[src/rtl/adder_driver_pkg.sv]
// ============================================================================
// Module   : adder_driver_pkg
// Brief    : Shared state encoding, LFSR constants and step function.
// Revision : 1.0
// ============================================================================
`default_nettype none

package adder_driver_pkg;

    localparam logic [2:0] ST_IDLE  = 3'd0;
    localparam logic [2:0] ST_DRIVE = 3'd1;
    localparam logic [2:0] ST_WAIT  = 3'd2;
    localparam logic [2:0] ST_CHECK = 3'd3;
    localparam logic [2:0] ST_DONE  = 3'd4;

    typedef enum logic [2:0] {
        S_IDLE  = ST_IDLE,
        S_DRIVE = ST_DRIVE,
        S_WAIT  = ST_WAIT,
        S_CHECK = ST_CHECK,
        S_DONE  = ST_DONE
    } adder_driver_state_t;

    localparam logic [31:0] LFSR_TAPS         = 32'h8020_0003;
    localparam logic [31:0] LFSR_SEED_DEFAULT = 32'h0001_0002;

    // Galois right-shift step; a nonzero state never maps to zero.
    function automatic logic [31:0] lfsr_next(input logic [31:0] s);
        return {1'b0, s[31:1]} ^ (s[0] ? LFSR_TAPS : 32'h0);
    endfunction

endpackage

`default_nettype wire

[src/rtl/adder_driver_lfsr.sv]
// ============================================================================
// Module   : adder_driver_lfsr
// Brief    : 32-bit Galois LFSR with seed load; an all-zero seed becomes 1.
// Revision : 1.0
// ============================================================================
`default_nettype none

module adder_driver_lfsr
    import adder_driver_pkg::*;
(
    input  logic        clk,
    input  logic        rst_n,
    input  logic        load,
    input  logic [31:0] seed,
    input  logic        step,
    output logic [31:0] q
);

    logic [31:0] w_seed;

    assign w_seed = (seed == 32'h0) ? 32'h1 : seed;

    always_ff @(posedge clk or negedge rst_n) begin
        if (!rst_n) begin
            q <= w_seed;
        end else if (load) begin
            q <= w_seed;
        end else if (step) begin
            q <= lfsr_next(q);
        end
    end

endmodule

`default_nettype wire

[src/rtl/adder_driver.sv]
// ============================================================================
// Module   : adder_driver
// Brief    : LFSR operand driver and sum checker for a WIDTH-bit adder DUT.
//            Define ADDER_DRIVER_FAILCAP_EN to add first-failure capture ports.
// Revision : 1.0
// ============================================================================
`default_nettype none

module adder_driver
    import adder_driver_pkg::*;
#(
    parameter int          WIDTH       = 16,
    parameter int          NUM_VECTORS = 256,
    parameter int          SETTLE      = 2,
    parameter logic [31:0] SEED        = LFSR_SEED_DEFAULT
) (
    input  logic             clk,
    input  logic             rst_n,
    input  logic             start,
    input  logic [WIDTH-1:0] C,
    output logic [WIDTH-1:0] A,
    output logic [WIDTH-1:0] B,
    output logic             busy,
    output logic             done,
    output logic             pass,
    output logic [15:0]      err_count,
    output logic [15:0]      vec_count
`ifdef ADDER_DRIVER_FAILCAP_EN
    ,
    output logic [WIDTH-1:0] fail_a,
    output logic [WIDTH-1:0] fail_b,
    output logic [WIDTH-1:0] fail_c
`endif
);

    localparam logic [15:0] C_SETTLE_INIT = 16'(SETTLE - 1);
    localparam logic [15:0] C_VEC_LAST    = 16'(NUM_VECTORS);

    adder_driver_state_t state;
    logic [15:0]         settle_cnt;
    logic                start_q;
    logic [31:0]         lfsr_q;
    logic                lfsr_load;
    logic                lfsr_step;
    logic [WIDTH-1:0]    expected;
    logic                mismatch;
    logic [15:0]         err_next;
    logic [15:0]         vec_next;

    // start is registered first, so the FSM leaves IDLE/DONE one edge after sampling.
    assign lfsr_load = ((state == S_IDLE) || (state == S_DONE)) && start_q;
    assign lfsr_step = (state == S_DRIVE);

    adder_driver_lfsr u_lfsr (
        .clk   (clk),
        .rst_n (rst_n),
        .load  (lfsr_load),
        .seed  (SEED),
        .step  (lfsr_step),
        .q     (lfsr_q)
    );

    assign expected = A + B;
    assign mismatch = (C !== expected);
    assign err_next = (mismatch && (err_count != 16'hFFFF)) ? err_count + 16'd1 : err_count;
    assign vec_next = vec_count + 16'd1;
    assign busy     = (state == S_DRIVE) || (state == S_WAIT) || (state == S_CHECK);

    always_ff @(posedge clk or negedge rst_n) begin
        if (!rst_n) begin
            state      <= S_IDLE;
            start_q    <= 1'b0;
            settle_cnt <= 16'd0;
            A          <= '0;
            B          <= '0;
            done       <= 1'b0;
            pass       <= 1'b0;
            err_count  <= 16'd0;
            vec_count  <= 16'd0;
`ifdef ADDER_DRIVER_FAILCAP_EN
            fail_a     <= '0;
            fail_b     <= '0;
            fail_c     <= '0;
`endif
        end else begin
            start_q <= start;
            case (state)
                S_IDLE, S_DONE: begin
                    if (start_q) begin
                        state     <= S_DRIVE;
                        done      <= 1'b0;
                        pass      <= 1'b0;
                        err_count <= 16'd0;
                        vec_count <= 16'd0;
`ifdef ADDER_DRIVER_FAILCAP_EN
                        fail_a    <= '0;
                        fail_b    <= '0;
                        fail_c    <= '0;
`endif
                    end
                end
                S_DRIVE: begin
                    A          <= lfsr_q[WIDTH-1:0];
                    B          <= lfsr_q[WIDTH+15:16];
                    settle_cnt <= C_SETTLE_INIT;
                    state      <= S_WAIT;
                end
                S_WAIT: begin
                    if (settle_cnt == 16'd0) begin
                        state <= S_CHECK;
                    end else begin
                        settle_cnt <= settle_cnt - 16'd1;
                    end
                end
                S_CHECK: begin
                    err_count <= err_next;
                    vec_count <= vec_next;
`ifdef ADDER_DRIVER_FAILCAP_EN
                    // err_count saturates and never returns to 0, so it marks the first failure.
                    if (mismatch && (err_count == 16'd0)) begin
                        fail_a <= A;
                        fail_b <= B;
                        fail_c <= C;
                    end
`endif
                    if (vec_next == C_VEC_LAST) begin
                        state <= S_DONE;
                        done  <= 1'b1;
                        pass  <= (err_next == 16'd0);
                    end else begin
                        state <= S_DRIVE;
                    end
                end
                default: state <= S_IDLE;
            endcase
        end
    end

endmodule

`default_nettype wire
[config.mk]
export PLATFORM = sky130hd
export DESIGN_NAME = adder_driver
export DESIGN_NICKNAME = d
export VERILOG_FILES = /design/src/rtl/adder_driver_pkg.sv /design/src/rtl/adder_driver_lfsr.sv /design/src/rtl/adder_driver.sv
export SDC_FILE = /design/constraint.sdc
export NUM_CORES = 1
export LEC_CHECK = 0
export ABC_AREA = 1
export CAP_MARGIN = 20
export CORE_MARGIN = 2
export CORE_UTILIZATION = 35
export CTS_CLUSTER_SIZE = 28
export DETAILED_ROUTE_END_ITERATION = 8
export PLACE_DENSITY_LB_ADDON = 0.05
export SYNTH_ARGS = -nofsm -noshare
export SYNTH_HDL_FRONTEND = slang
export SYNTH_SLANG_ARGS = --single-unit
[constraint.sdc]
create_clock -name clk -period 5.41 [get_ports clk]
set_clock_uncertainty 0.05 [all_clocks]
set_input_delay 1.3525 -clock clk [delete_from_list [all_inputs] [get_ports clk]]
set_output_delay 1.3525 -clock clk [all_outputs]
set_load 0.03 [all_outputs]
* Word-level counts from Yosys, hierarchy flattened
Cells that the tools add are included.
** Cells by class
- Add/subtract/negate cells :: 4
- $mul :: 0
- Divide/modulo/power cells :: 0
- $lt $le $gt $ge :: 0
- Equal/unequal tests :: 11
- Shifts and indexed selects :: 0
- Multiplexer cells :: 18
- Bitwise logic cells :: 1
- Reductions and logical operators :: 16
** Operator list (count)
- 32-bit two-way mux :: 3
- 16-bit case mux with 2 select lines :: 3
- 16-bit two-way mux :: 3
- 16-bit by 1-bit adder with 16-bit output (second input constant) :: 2
- 16-bit logical NOT :: 2
- 31-bit by 32-bit XOR with 32-bit output :: 1
- 16-bit adder :: 1
- 16-bit by 9-bit == test with 1-bit output (second input constant) :: 1
- 16-bit != test (second input constant) :: 1
- 16-bit case inequality test :: 1
- 16-bit by 1-bit subtractor with 16-bit output (second input constant) :: 1
- 3-bit case mux with 4 select lines :: 1
- 3-bit two-way mux :: 3
- 3-bit by 2-bit == test with 1-bit output (second input constant) :: 2
- 2-bit AND reduction :: 3
- 2-bit nonzero test :: 3
- 2-bit by 1-bit != test with 1-bit output (second input constant) :: 2
- 2-bit != test (second input constant) :: 2
- 1-bit case mux with 2 select lines :: 2
- 3-bit by 1-bit == test with 1-bit output (second input constant) :: 1
- 3-bit == test (second input constant) :: 1
- 3-bit logical NOT :: 1
- 1-bit logical OR :: 3
- 1-bit two-way mux :: 3
- 3 further kinds :: 4
** Word-level totals
- Flip-flop bits (word level) :: 118
- Latch bits :: 0
- Bits in writable memories :: 0
- Bits in read-only memories :: 0
- Input port bits :: 19
- Output and inout port bits :: 67
- Logic and storage cells :: 60
- Memories kept :: 0

* Depth between registers and ports, before layout
- Depth in word-level cells :: 7
- Depth in mapped cells :: 22
- Depth with buffers taken out :: 21

* Least setup slack after synthesis
OpenSTA, ideal clock, no wires.
- Path type :: input -> register
- Start :: input C[4]
- End :: register pass
- Library setup time :: 0.065 ns
- Data arrival time :: 2.817 ns
- Data required time :: 5.295 ns
- Path slack :: 2.478 ns
- Stages :: 19
- Path buffers :: 1
- Cell sequence :: inv_1 -> nand2_1 -> nand2_1 -> inv_1 -> nand2_1 -> nand2_1 -> nor2_1 -> nand3_1 -> nor2_2 -> nand3_2 -> nor2_4 -> nand3_4 -> nand2_8 -> buf_8 -> xor2_2 -> nand2_1 -> nor2_1 -> nand3_1 -> nand2_1
** Between the ends
- Longest elaborated chain between the ends :: 6
** RTL lines
- start: declaration :: line adder_driver.sv:20 : input logic [WIDTH-1:0] C,
- 16-bit case inequality test :: line adder_driver.sv:64 : assign mismatch = (C !== expected);
- 1-bit logical AND :: line adder_driver.sv:65 : assign err_next = (mismatch && (err_count != 16'hFFFF)) ? err_count + 16'd1 : err_count;
- 16-bit two-way mux :: line adder_driver.sv:65
- 16-bit logical NOT :: line adder_driver.sv:129 : pass <= (err_next == 16'd0);
- 1-bit two-way mux :: line adder_driver.sv:126 : if (vec_next == C_VEC_LAST) begin
- 1-bit case mux with 2 select lines :: line adder_driver.sv:87 : case (state)
- end signal: assignment :: line adder_driver.sv:129
- end: declaration :: line adder_driver.sv:25 : output logic pass,
Every way passes these cells. The select of a mux whose other input is x is not followed.
A chain may end at the register's enable or synchronous reset.

* Worst setup path after layout
- Start :: input C[1]
- End :: register pass
The elaborated chain is that of the path after synthesis.

==> results.yml <==
outcome:
  status: "finished, final reports clean"
cts:
  cts_resized: 0
  clock_sinks: 118
  cts_setup_buffers: 0
  cts_tree: "done"
  htreeDepth: 4
  ctsHoldBuffers: 0
  cts_root_buf: "clkbuf_16"
  cts_made_buffers: 17
  cts_max_path_buffers: 2
  clock_latency_ns: 0.41
  clk_pin_slew_ns: 0.05
drt:
  drtIter0Drc: 342
  ant_nets: 0
  drt_first_pass_iters: 5
  vias_per_cell: 4.76
  drcViolationCount: 0
  wirelength_um: 17200
  route.detailed.wl_per_inst_um: 14.1
  vias: 5799
worst_setup_path:
  worst_path_max_delay_cell: "clkdlybuf4s50_1"
  cp_top_family: "simple AND/OR/NAND/NOR gates"
  crit_chain: "clkdlybuf4s50_1 > inv_1 > nand2_1 > nand2_1 > nor2_1 > nand2_1 > nor2_1 > nand3_1 > nor2_2 > nand3_2 > nor2_4 > nand3_4 > nand2_8 > nand2_1 > o21ai_1 > clkinv_1 > nand2_1 > nor2_1 > nand3_1 > nand2_1"
  crit_top_cell: "nand2_1"
  critPathArrivalTime_ns: 3.55
  critical_path_class: "input port to register"
  crit_buf_inv: 3
  crit_path_max_incr_delay_ns: 0.48
  start_kind: "input port"
  cp_max_fo: 17
  ff2ff_setup_slack_ns: 2.35
  end_kind: "register"
  cp.required_ns: 5.66
final_layout:
  syn_to_final_growth_pct: 26.3
  drive_gt1_share_pct: 7.51
  layout.nets: 1010
  num_antenna_cells: 0
  finish.instance_area_sq_mm: 0.00844
  utilization_pct: 45.1
synth:
  synth_top_area_share_pct: 43.4
  yosysMostFrequentCell: "nand2_1"
  ys_seq_area_share_pct: 44.2
  synth_nets: 921
  ys.flop_type: "dfrtp_1"
  synth_cells: 883
  synth_edf_count: 0
  ys_ff_latch: 118
  synth_commonest_cells: "nand2_1, dfrtp_1, inv_1, nor2_1, o21ai_0"
  syn_area_sq_mm: 0.00668
  synth_area_leaders: "dfrtp_1, nand2_1, inv_1, xor2_1, ha_1"
  synth_top_area_cell: "dfrtp_1"
  syn_area_per_cell_sq_um: 7.57
  yosys.cell_types.count: 42
  ys_warn_count: 0
  postSynth.asyncResetShare_pct: 100
sta:
  fmax_mhz: 304
  min_period_ns: 3.29
  slew_headroom_pct: 36.9
  rsz0062_at_grt: "false"
  hold_violations: 0
  worst_slew_pin_slew_ns: 0.945
  setup_violations: 0
  whs_ns: 0.419
  fin_crit_sh_pct: 60.9
  drv_slew: 0
  fin_setup_tns_ns: 0
placement:
  dpl.hpwl_um: 12500
  dpl_cell_area_sq_mm: 0.00777
  io_buffers: 85
  finalWeightedCongestion: 0.829
global_routing:
  antenna_found_initial: 0
  grt_pass1_vias: 5556
  grt_pass1_wl_um: 28400
  grt_max_degree: 112
  grt.overflow.total: 0
  track_usage_pct: 17.8
die:
  coreArea_sq_mm: 0.0187
  die-width_um: 142
  start_util_pct: 35.7
  ioPinCount: 86
  die-area_sq_mm: 0.0202
  dieHeight_um: 142
  rows: 50
power_and_ir_drop:
  power_leakage_uw: 0.00426
  p_per_area_mw_per_mm2: 523
  power_uw: 4410
  irDropWorstVdd_v: 0.000274
flow_run:
  drv_cap: 0
min_path:
  hp-class: "register to register"
[cell type report]
class,instances,area (sq um)
clock buffers,25,526
clock inverters,7,138
fillers,1888,10300
inverters,112,420
multi-input cells,634,3210
flip-flops and latches,118,2960
well taps,234,293
repair buffers,89,891
[layout by cell type, fill, tap and decap left out, drive strengths merged, types with 2 or more instances in the layout]
cell type,n
a21oi,26
a22o,3
a31oi,2
buf,5
bufinv,4
clkbuf,25
clkdlybuf4s50,84
clkinv,4
dfrtp,116
dfstp,2
ha,18
inv,110
nand2,321
nand3,49
nand3b,11
nand4,9
nor2,67
nor3,21
o21ai,47
o22ai,12
o31ai,2
or2,2
xnor2,9
xor2,28
[worst reg2reg max path: stages (launching register included)]
cell	delay [ns]
dfrtp_1	0.41
ha_1	0.26
fa_1	0.52
inv_1	0.04
nand2_1	0.05
nand2_1	0.04
nor2_1	0.10
nand2_1	0.06
nor2_1	0.10
nand3_1	0.09
nor2_2	0.14
nand3_2	0.09
nor2_4	0.12
nand3_4	0.20
nand2_8	0.21
nand2_1	0.07
o21ai_1	0.08
clkinv_1	0.09
nand2_1	0.07
nor2_1	0.04
nand3_1	0.08
nand2_1	0.05
[routing by layer]
layer  routed length (um)  part of all wire, %  global-route usage, %
met1                 9080                   53                   26.8
met2                 7300                   42                   25.8
met3                  633                  3.7                   3.80
met4                  168                 0.98                   5.00
met5                    0                    0                      0
[registers in the layout, indices dropped and copies added, names as in the netlist]
signal      count
pass            1
u_lfsr.q       32
vec_count      16
done            1
err_count      16
A              16
B              16
state           3
settle_cnt     16
start_q         1
[final timing paths]
| path | cells after the start | end | startpoint |
|---|---|---|---|
| max in group asynchronous | 2 | B[6] | rst_n |
| worst max register to register | 21 | pass | B[0] |
| worst min-delay path | 2 | u_lfsr.q[15] | u_lfsr.q[15] |
| worst max-delay path | 20 | pass | C[1] |
| worst min register to register | 2 | u_lfsr.q[15] | u_lfsr.q[15] |
| min in group asynchronous | 1 | A[4] | rst_n |
[stage by stage]
| step | worst slack [ns] | cells |
|---|---|---|
| 3_3_place_gp | 1.73 | 1187 |
| 5_1_grt | 1.89 | 1219 |
| 2_1_floorplan | 2.48 | 883 |
| 4_1_cts | 2.11 | 1219 |
| 6_report | 2.12 | 1219 |
| 3_5_place_dp | 1.67 | 1187 |
[logic make-up after synthesis]
kind of cell             after synthesis  share of synthesized area, %
AND/OR/NAND/NOR                      482                          31.4
buffers and inverters                131                          7.75
flip-flops                           118                          44.2
AO/OA/AOI/OAI                         96                          7.94
XOR/XNOR                              37                          4.96
adder cells (fa/ha/maj)               19                          3.67
[power breakdown]
group / switching (uW) / leakage [uW] / internal [uW]
Combinational: 1140 / 0.00234 / 633
Sequential: 248 / 0.00160 / 1130
Clock: 396 / 0.000326 / 856
Total: 1790 / 0.00426 / 2620
Note: power is estimated with default switching activity, not from simulation.
==> variant: new RTL, config.mk and constraints unchanged <==
Add a define of `ADDER_DRIVER_FAILCAP_EN`.
--- a/src/rtl/adder_driver.sv
+++ b/src/rtl/adder_driver.sv
@@ -7,2 +7,4 @@
 `default_nettype none
+
+`define ADDER_DRIVER_FAILCAP_EN
 
Function (old outputs only; new: fail_a, fail_b and fail_c): kept (Yosys induction, for registers that start in step).
==> variant against the unedited design <==
Synthesized cell count grew 25%. Setup slack lost 0.53 ns. Wire length grew 45%. Utilization shrank 0.39 points. Largest power group unchanged. Sequential power grew 33%. Sequential share of layout area grew 3.4 points. Count of clock-buffer cells in the layout shrank 6. Area after synthesis grew 28%. Final area grew 28%. Total power grew 21%. Critical path type unchanged. Register-to-register slack lost 0.59 ns. Sequential cell count grew 48.
==> variant: results (changes against the unedited design) <==
yosys:
  synth_nets: 1139  # +24%
  ys_seq_area_share_pct: 48.6  # +4.4 points
  synthFlopType: "dfrtp_1"
  synth_area_leaders: "dfrtp_1 48%, nand2_1 16%, nand3_1 8.0%, inv_1 4.7%, nor2_1 3.1%"
  yosysWarnings: 0  # unchanged
  async_reset_ff_share_pct: 100  # unchanged
  synth_commonest_cells: "375 x nand2_1, 164 x dfrtp_1, 137 x nand3_1"
  ys_types: 40  # -4.8%
global_route:
  grt_pass1_wl_um: 40100  # +41%
  grtUsageTotal_pct: 19.8  # +2.0 points
  first_global_vias: 7088  # +28%
  antenna_found_initial: 0  # unchanged
  grt_max_degree: 101  # -9.8%
placed_design:
  post-dp-hpwl_um: 17500  # +40%
  placed_area_mm2: 0.0102  # +31%
  gp_congestion: 0.863  # +4.0%
  dp_slack_ns: 1.14  # -0.530 ns
  io_buffer_count: 133  # +56%
clocking:
  cts_buffers: 17  # unchanged
  cts_setup_buffers: 0  # unchanged
  clk_pin_slew_ns: 0.07  # +0.02 ns
  cts.path.max_buffers: 2  # unchanged
  cts_htree_levels: 4  # unchanged
  root_buffer: "clkbuf_16"
  insertion_delay_ns: 0.43  # +0.02 ns
  ctsHoldBuffers: 0  # unchanged
  ctsResizeCount: 0  # unchanged
pwr:
  peakVddDrop_v: 0.000240  # -12%
  leakage_nw: 5.53  # +30%
final_layout:
  fill_cells: 2404  # +27%
  nets: 1262  # +25%
  drive_gt1_share_pct: 5.18  # -2.3 points
  n_antenna_cell: 0  # unchanged
  largest_reg_flops: 32  # unchanged
  regMostFlops: "u_lfsr.q"
detailed_routing:
  ant_nets: 0  # unchanged
  drt-pass1-iter-count: 5  # unchanged
  vias_per_cell: 4.80  # +0.91%
  wl_per_cell_um: 16.0  # +13%
  drt-initial-drc-count: 538  # +57%
worst_hold_path:
  min_path_type: "register to register"
critical_path:
  slowest_stage: "nand2_1"
  path_delay_family: "simple AND/OR/NAND/NOR gates"
  cp_slowest_stage_delay_ns: 0.48  # about the same
  crit_arrival_ns: 4.14  # +0.59 ns
  cp_max_fo: 21  # +4
sta:
  tightest_slew_ns: 0.966  # +0.0206 ns
status:
  status: "finished clean"
-- variant: cell count changes in the layout (fill, tap and decap cells not counted), moves of 5 or more --
cell / change
clkdlybuf4s50_1: +48
inv_2: -7
nand3_1: +95
o21ai_0: +7
nor2_1: +10
nor3_1: -5
buf_4: +5
dfrtp_1: +48
nor4_1: +7
clkbuf_8: -5
nand2_1: +58
inv_1: +5
-- variant: power by group --
| group | leakage [nW] | switching (mW) | total [mW] | internal (mW) |
|---|---|---|---|---|
| sequential | 2.27 | 0.298 | 1.84 | 1.54 |
| combinational | 2.96 | 1.47 | 2.21 | 0.734 |
| clock | 0.304 | 0.548 | 1.27 | 0.721 |
| total | 5.53 | 2.32 | 5.32 | 3.00 |
-- variant: area by class of cell --
type | count | area (um2) | area share, %
clock buffers | 19 | 453 | 4.19
clock inverters | 13 | 163 | 1.50
inverters | 110 | 413 | 3.82
multi-input cells | 786 | 3820 | 35.3
flip-flops and latches | 166 | 4160 | 38.5
well taps | 324 | 405 | 3.75
repair buffers | 142 | 1400 | 13.0
-- variant: cell families after synthesis --
logic type | after synthesis | synth area share [%]
simple gates | 637 | 32.0
buf+inv | 148 | 6.87
compound gates | 98 | 6.31
flops | 166 | 48.6
fa+ha+maj | 20 | 3.02
xor+xnor | 31 | 3.18
-- variant: path summary, 6_finish.rpt --
path	end	start	cells past startpoint	slack [ns]
setup / recovery	pass	C[5]	16	1.58
hold reg to reg	u_lfsr.q[11]	u_lfsr.q[11]	2	0.42
setup reg to reg	pass	A[0]	20	1.76
min in group asynchronous	err_count[10]	rst_n	1	0.95
max in group asynchronous	u_lfsr.q[16]	rst_n	2	3.26
hold / removal	u_lfsr.q[11]	u_lfsr.q[11]	2	0.42
-- variant: worst register-to-register path, delay by kind of cell, from the launching register on --
family	cells	cell delay [ns]
and+or+nand+nor	17	2.15
adders and majority gates	2	0.71
DFF	1	0.47
xor gates and xnor gates	1	0.23
-- variant: routing by layer --
layer / up-vias / global-route usage (%) / part of all wire, %
met5: - / 0 / 0
met4: 0 / 5.08 / 1.4
met3: 26 / 3.43 / 3.3
met2: 144 / 30.1 / 45
met1: 3522 / 29.3 / 51
li1: 3797 / - / -
-- variant: stage by stage --
step                instances  util, %
finish                   1560     44.7
global route             1560     44.7
CTS                      1560     44.7
detailed placement       1528     42.2
global placement         1528     42.2
floorplan                1100        -
